===== src/rtl/pipe_hold_ctrl.sv =====
// Hazard and stall controller for the 5-stage pipeline: produces per-register hold codes,
// the PC hold/redirect, mul/div sequencing with timeout, and a saturating stall counter.
module pipe_hold_ctrl #(
    parameter int MD_TIMEOUT = 64,
    parameter int IMEM_LAT   = 1,
    parameter int CNT_W      = 32
) (
    input  logic             clk,
    input  logic             rst,
    input  logic             jump_en_i,
    input  logic [63:0]      jump_addr_i,
    input  logic             load_use_i,
    input  logic             md_start_i,
    input  logic             md_done_i,
    input  logic             mem_req_i,
    input  logic             mem_ack_i,
    input  logic             cnt_clr_i,
    output logic             hold_pc_o,
    output logic             pc_jump_en_o,
    output logic [63:0]      pc_jump_addr_o,
    output logic [1:0]       hold_if_id_o,
    output logic [1:0]       hold_id_ex_o,
    output logic [1:0]       hold_ex_mem_o,
    output logic [1:0]       hold_mem_wb_o,
    output logic             md_abort_o,
    output logic [CNT_W-1:0] stall_cnt_o
);

    localparam logic [1:0]  HC_NORMAL  = 2'b00;
    localparam logic [1:0]  HC_HOLD    = 2'b01;
    localparam logic [1:0]  HC_FLUSH   = 2'b10;
    localparam logic [15:0] TIMER_LAST = 16'(MD_TIMEOUT - 1);

    typedef enum logic [1:0] {
        ST_RUN,
        ST_MD_BUSY,
        ST_JFLUSH
    } state_t;

    state_t           state_reg, state_next;
    logic [15:0]      md_timer_reg, md_timer_next;
    logic             md_done_q_reg, md_done_q_next;
    logic             md_abort_reg, md_abort_next;
    logic [CNT_W-1:0] stall_cnt_reg;
    logic             mem_wait;
    logic             md_done_any;

    assign mem_wait       = mem_req_i & ~mem_ack_i;
    assign md_done_any    = md_done_i | md_done_q_reg;
    assign pc_jump_addr_o = jump_addr_i;
    assign md_abort_o     = md_abort_reg;
    assign stall_cnt_o    = stall_cnt_reg;

    always_comb begin
        hold_pc_o      = 1'b0;
        pc_jump_en_o   = 1'b0;
        hold_if_id_o   = HC_NORMAL;
        hold_id_ex_o   = HC_NORMAL;
        hold_ex_mem_o  = HC_NORMAL;
        hold_mem_wb_o  = HC_NORMAL;
        state_next     = state_reg;
        md_timer_next  = md_timer_reg;
        md_done_q_next = 1'b0;
        md_abort_next  = 1'b0;

        if (mem_wait) begin
            // Everything upstream of MEM freezes; a completion seen now must survive the wait.
            hold_pc_o      = 1'b1;
            hold_if_id_o   = HC_HOLD;
            hold_id_ex_o   = HC_HOLD;
            hold_ex_mem_o  = HC_HOLD;
            hold_mem_wb_o  = HC_FLUSH;
            md_done_q_next = md_done_q_reg | md_done_i;
        end else begin
            case (state_reg)
                ST_MD_BUSY: begin
                    hold_pc_o     = 1'b1;
                    hold_if_id_o  = HC_HOLD;
                    hold_id_ex_o  = HC_HOLD;
                    hold_ex_mem_o = HC_FLUSH;
                    md_timer_next = md_timer_reg + 16'd1;
                    if (md_done_any) begin
                        hold_ex_mem_o = HC_NORMAL;
                        state_next    = ST_RUN;
                        md_timer_next = 16'd0;
                    end else if (md_timer_reg == TIMER_LAST) begin
                        md_abort_next = 1'b1;
                        state_next    = ST_RUN;
                        md_timer_next = 16'd0;
                    end
                end
                default: begin
                    if (state_reg == ST_RUN && md_start_i) begin
                        // A unit that answers in the issue cycle needs no stall at all.
                        if (!md_done_any) begin
                            hold_pc_o     = 1'b1;
                            hold_if_id_o  = HC_HOLD;
                            hold_id_ex_o  = HC_HOLD;
                            hold_ex_mem_o = HC_FLUSH;
                            state_next    = ST_MD_BUSY;
                            md_timer_next = 16'd0;
                        end
                    end else if (jump_en_i) begin
                        pc_jump_en_o = 1'b1;
                        hold_if_id_o = HC_FLUSH;
                        hold_id_ex_o = HC_FLUSH;
                        state_next   = (IMEM_LAT != 0) ? ST_JFLUSH : ST_RUN;
                    end else if (state_reg == ST_JFLUSH) begin
                        hold_if_id_o = HC_FLUSH;
                        state_next   = ST_RUN;
                    end else if (load_use_i) begin
                        hold_pc_o    = 1'b1;
                        hold_if_id_o = HC_HOLD;
                        hold_id_ex_o = HC_FLUSH;
                    end
                end
            endcase
        end
    end

    always_ff @(posedge clk or negedge rst) begin
        if (!rst) begin
            state_reg     <= ST_RUN;
            md_timer_reg  <= 16'd0;
            md_done_q_reg <= 1'b0;
            md_abort_reg  <= 1'b0;
            stall_cnt_reg <= '0;
        end else begin
            state_reg     <= state_next;
            md_timer_reg  <= md_timer_next;
            md_done_q_reg <= md_done_q_next;
            md_abort_reg  <= md_abort_next;
            if (cnt_clr_i) begin
                stall_cnt_reg <= '0;
            end else if (hold_pc_o && !(&stall_cnt_reg)) begin
                stall_cnt_reg <= stall_cnt_reg + CNT_W'(1);
            end
        end
    end

endmodule


===== config.mk =====
export PLATFORM = sky130hd
export DESIGN_NAME = pipe_hold_ctrl
export DESIGN_NICKNAME = d
export VERILOG_FILES = /design/src/rtl/pipe_hold_ctrl.sv
export SDC_FILE = /design/constraint.sdc
export NUM_CORES = 1
export LEC_CHECK = 0
export CORE_UTILIZATION = 37
export CTS_CLUSTER_DIAMETER = 30
export CTS_CLUSTER_SIZE = 40
export DETAILED_ROUTE_END_ITERATION = 6
export HOLD_SLACK_MARGIN = 0.08
export PLACE_DENSITY = 0.88
export SETUP_SLACK_MARGIN = 0.05
export SYNTH_ARGS = -nofsm -noshare
export SYNTH_HDL_FRONTEND = slang
export SYNTH_SLANG_ARGS = --single-unit

===== constraint.sdc =====
create_clock -name clk -period 2 [get_ports clk]
set_clock_uncertainty 0.05 [all_clocks]
set_input_delay 0.3 -clock clk [delete_from_list [all_inputs] [get_ports clk]]
set_output_delay 0.3 -clock clk [all_outputs]
set_load 0.03 [all_outputs]

==> metrics.log <==
INFO  metric ff_latch_area = 1330 um2
INFO  metric post_route_cells_drive_above_1_share = 39.6%
INFO  metric vias = 3302
INFO  metric drv_cap = 0
INFO  metric finalSetupViolCount = 36
INFO  metric hold_path.class = input pin to asynchronous set/reset pin
INFO  metric routed_wl = 9570 um
INFO  metric detailedRoute.firstIterationViolations = 128
INFO  metric final-hold-violation-count = 0
INFO  metric tritoncts_num_sinks = 52
INFO  metric antenna-diode-count = 0
INFO  metric die_h = 99.3 um
INFO  metric area_taken_by_multi_input_logic_gates = 1840 um2
INFO  metric drc = 0
INFO  metric critical_path.endpoint_type = register
INFO  metric groute.usage.overall = 18.5%
INFO  metric vdd_drop_max = 665 uV
INFO  metric ys_async_sr_fraction = 100%
INFO  metric wire_length_per_cell = 16.4 um
INFO  metric netlist-cell-type-count = 53
INFO  metric yosys_register_bits = 52
INFO  metric drt_pass1_iterations = 4
INFO  metric root_buffer = clkbuf_8
INFO  metric ys_top_cells_by_area = dfrtp_1, buf_4, a21oi_1, or3_1, nor2_1
INFO  metric grt_first_pass_wirelength = 15000 um
INFO  metric layout.cells.most_common = buf_4
INFO  metric htreeDepth = 2
INFO  metric mostFrequentLayoutCells = buf_4, clkdlybuf4s50_1, dfrtp_1, nor2_1, a21oi_1
INFO  metric mappedNetlistArea = 3510 um2
INFO  metric cellPowerDensity = 701 nW/um2
INFO  metric final_cell_count_no_fill = 583
INFO  metric gp_congestion = 0.868
INFO  metric synth_top_flop_cell = dfrtp_1
INFO  metric criticalPathCategory = register to register
INFO  metric ys.warnings.count = 0
INFO  metric placed_cell_area = 4250 um2
INFO  metric timing.rr.end = stall_cnt_o[5]
INFO  metric upper_clock_frequency_limit = 440 MHz
INFO  metric flow.area_growth_from_synthesis = 35.0%
INFO  metric worstPathMaxFanout = 5
INFO  metric viasPerCell = 5.66
INFO  metric final_max_tran_viols = 0
INFO  metric worst_ep_required_time = 2190 ps
INFO  metric sequential_share_of_the_synthesized_area = 37.1%
INFO  metric setup_ws = -274 ps
INFO  metric post-place-cells = 556
INFO  metric yosysTopAreaCellShare = 37.1%
INFO  metric port_buffers = 50
INFO  metric die_x = 99.3 um
INFO  metric remaining_global_route_overflow = 0
INFO  metric antenna_found_initial = 0
INFO  metric grt_setup_unrepaired = yes
INFO  metric worst_r2r_startpoint = state_reg[0]
INFO  metric tritoncts = done
INFO  metric cts_inserted_buffers = 5
INFO  metric hold-worst-slack = 424 ps
INFO  metric worstSetupStartpointType = register
INFO  metric grt_pass1_vias = 3259
INFO  metric fillCellCount = 791
INFO  metric yosys.area.top_type = dfrtp_1
INFO  metric ant_nets = 0
INFO  metric min_period_over_period = 114%
INFO  metric nNetsFinal = 549
INFO  metric fp-row-count = 35
INFO  metric place.detailed.hpwl = 6580 um
INFO  metric power.leakage = 1.94 nW
INFO  metric violations = negative setup slack
INFO  metric syn-instance-count = 395
INFO  metric cts_buffer_depth = 2
INFO  metric syn_nets = 473
INFO  metric status = finished, violations left
INFO  metric core_area = 9200 um2
INFO  metric synth-edff-count = 0
INFO  metric largest_register_ffs = 32
INFO  metric worst-r2r-setup-slack = -270 ps
INFO  metric initial_utilization = 38.1%
INFO  metric die_area = 9870 um2
INFO  metric grt_max_degree = 35
INFO  metric cp.arrival = 2460 ps
INFO  metric ioPinCount = 180
INFO  metric r2r_cell_count = 9
INFO  metric clk-insertion-delay-late = 310 ps
INFO  metric final_cell_area = 4730 um2
INFO  metric syn_area_per_cell = 8.88 um2
INFO  metric finalWorstPathRequiredPeriod = 2270 ps
INFO  metric path_clk_slew = 100 ps
==> worst max-delay path by stage <==
stage	end	from	cells past startpoint
global route	stall_cnt_o[6]	state_reg[0]	9
CTS	stall_cnt_o[13]	state_reg[1]	11
finish	stall_cnt_o[5]	state_reg[0]	9
detailed placement	stall_cnt_o[19]	md_start_i	8
floorplan	stall_cnt_o[25]	state_reg[0]	9
global placement	hold_pc_o	md_start_i	4
==> critical path, stage by stage, from the launching register on <==
cell	delay [ps]
dfrtp_1	400
inv_2	90
ha_4	140
and4bb_1	240
a2111o_1	260
buf_6	170
o31ai_4	120
buf_4	160
or4_4	420
a21oi_2	160
==> timing repair <==
| item | 4_1_cts | 5_1_grt |
|---|---|---|
| setup endpoints to repair | 43 | 53 |
| hold buffers | 1 | 0 |
| gates cloned | 0 | 1 |
| setup buffers | 10 | 8 |
| pin swaps | 23 | 25 |
| resized for setup | 52 | 29 |
| hold endpoints to repair | 18 | 0 |
==> synthesized netlist by cell type, types with 7 or more instances <==
cell type,count
nand4_1,10
o21ai_0,19
buf_4,68
or3_1,18
nor2_1,28
nand2_1,23
nor3_1,11
dfrtp_1,52
inv_1,7
a21o_1,8
nand3_1,20
a21oi_1,29
o21ai_1,10
a22o_1,7
==> routing by layer <==
metal	vias to the layer above	routed length, um	global-route usage [%]
li1	1516	-	-
met1	1619	3720	20.4
met2	137	4990	34.6
met3	30	643	4.78
met4	0	210	6.00
met5	-	0	0
==> layout make-up <==
cell class,count,share of cell area (%)
clock buffer,6,1.74
sequential,52,28.0
clock inverter,2,0.211
timing repair buffer,146,27.6
multi-input combinational,259,38.9
inverter,7,0.555
tap,111,2.93
==> cells by family after synthesis <==
kind of cell	after synthesis	share of synthesized area (%)
buffers and inverters	85	17.0
other	1	0.107
adders and majority gates	5	1.78
and+or+nand+nor	152	25.1
xor gates and xnor gates	6	1.50
DFF	52	37.1
muxes	3	0.892
AOI/OAI and AO/OA	91	16.5
==> power breakdown <==
part	internal, W	leakage (nW)	switching (W)
logic	0.000764	1.21	0.000776
clock network	0.000277	0.0510	0.000363
registers	0.00110	0.688	0.0000385
==> stage by stage <==
stage / setup WS [ps] / util, % / setup TNS [ps] / total power (W)
after floorplan: -157 / - / -1190 / 0.00205
after global placement: -391 / 46.2 / -9790 / 0.00221
after detailed placement: -459 / 46.2 / -12230 / 0.00226
after CTS: -205 / 49.6 / -4470 / 0.00317
after global routing: -348 / 51.5 / -9690 / 0.00345
final: -274 / 51.5 / -6680 / 0.00332
Power figures use the tool's default switching activity.
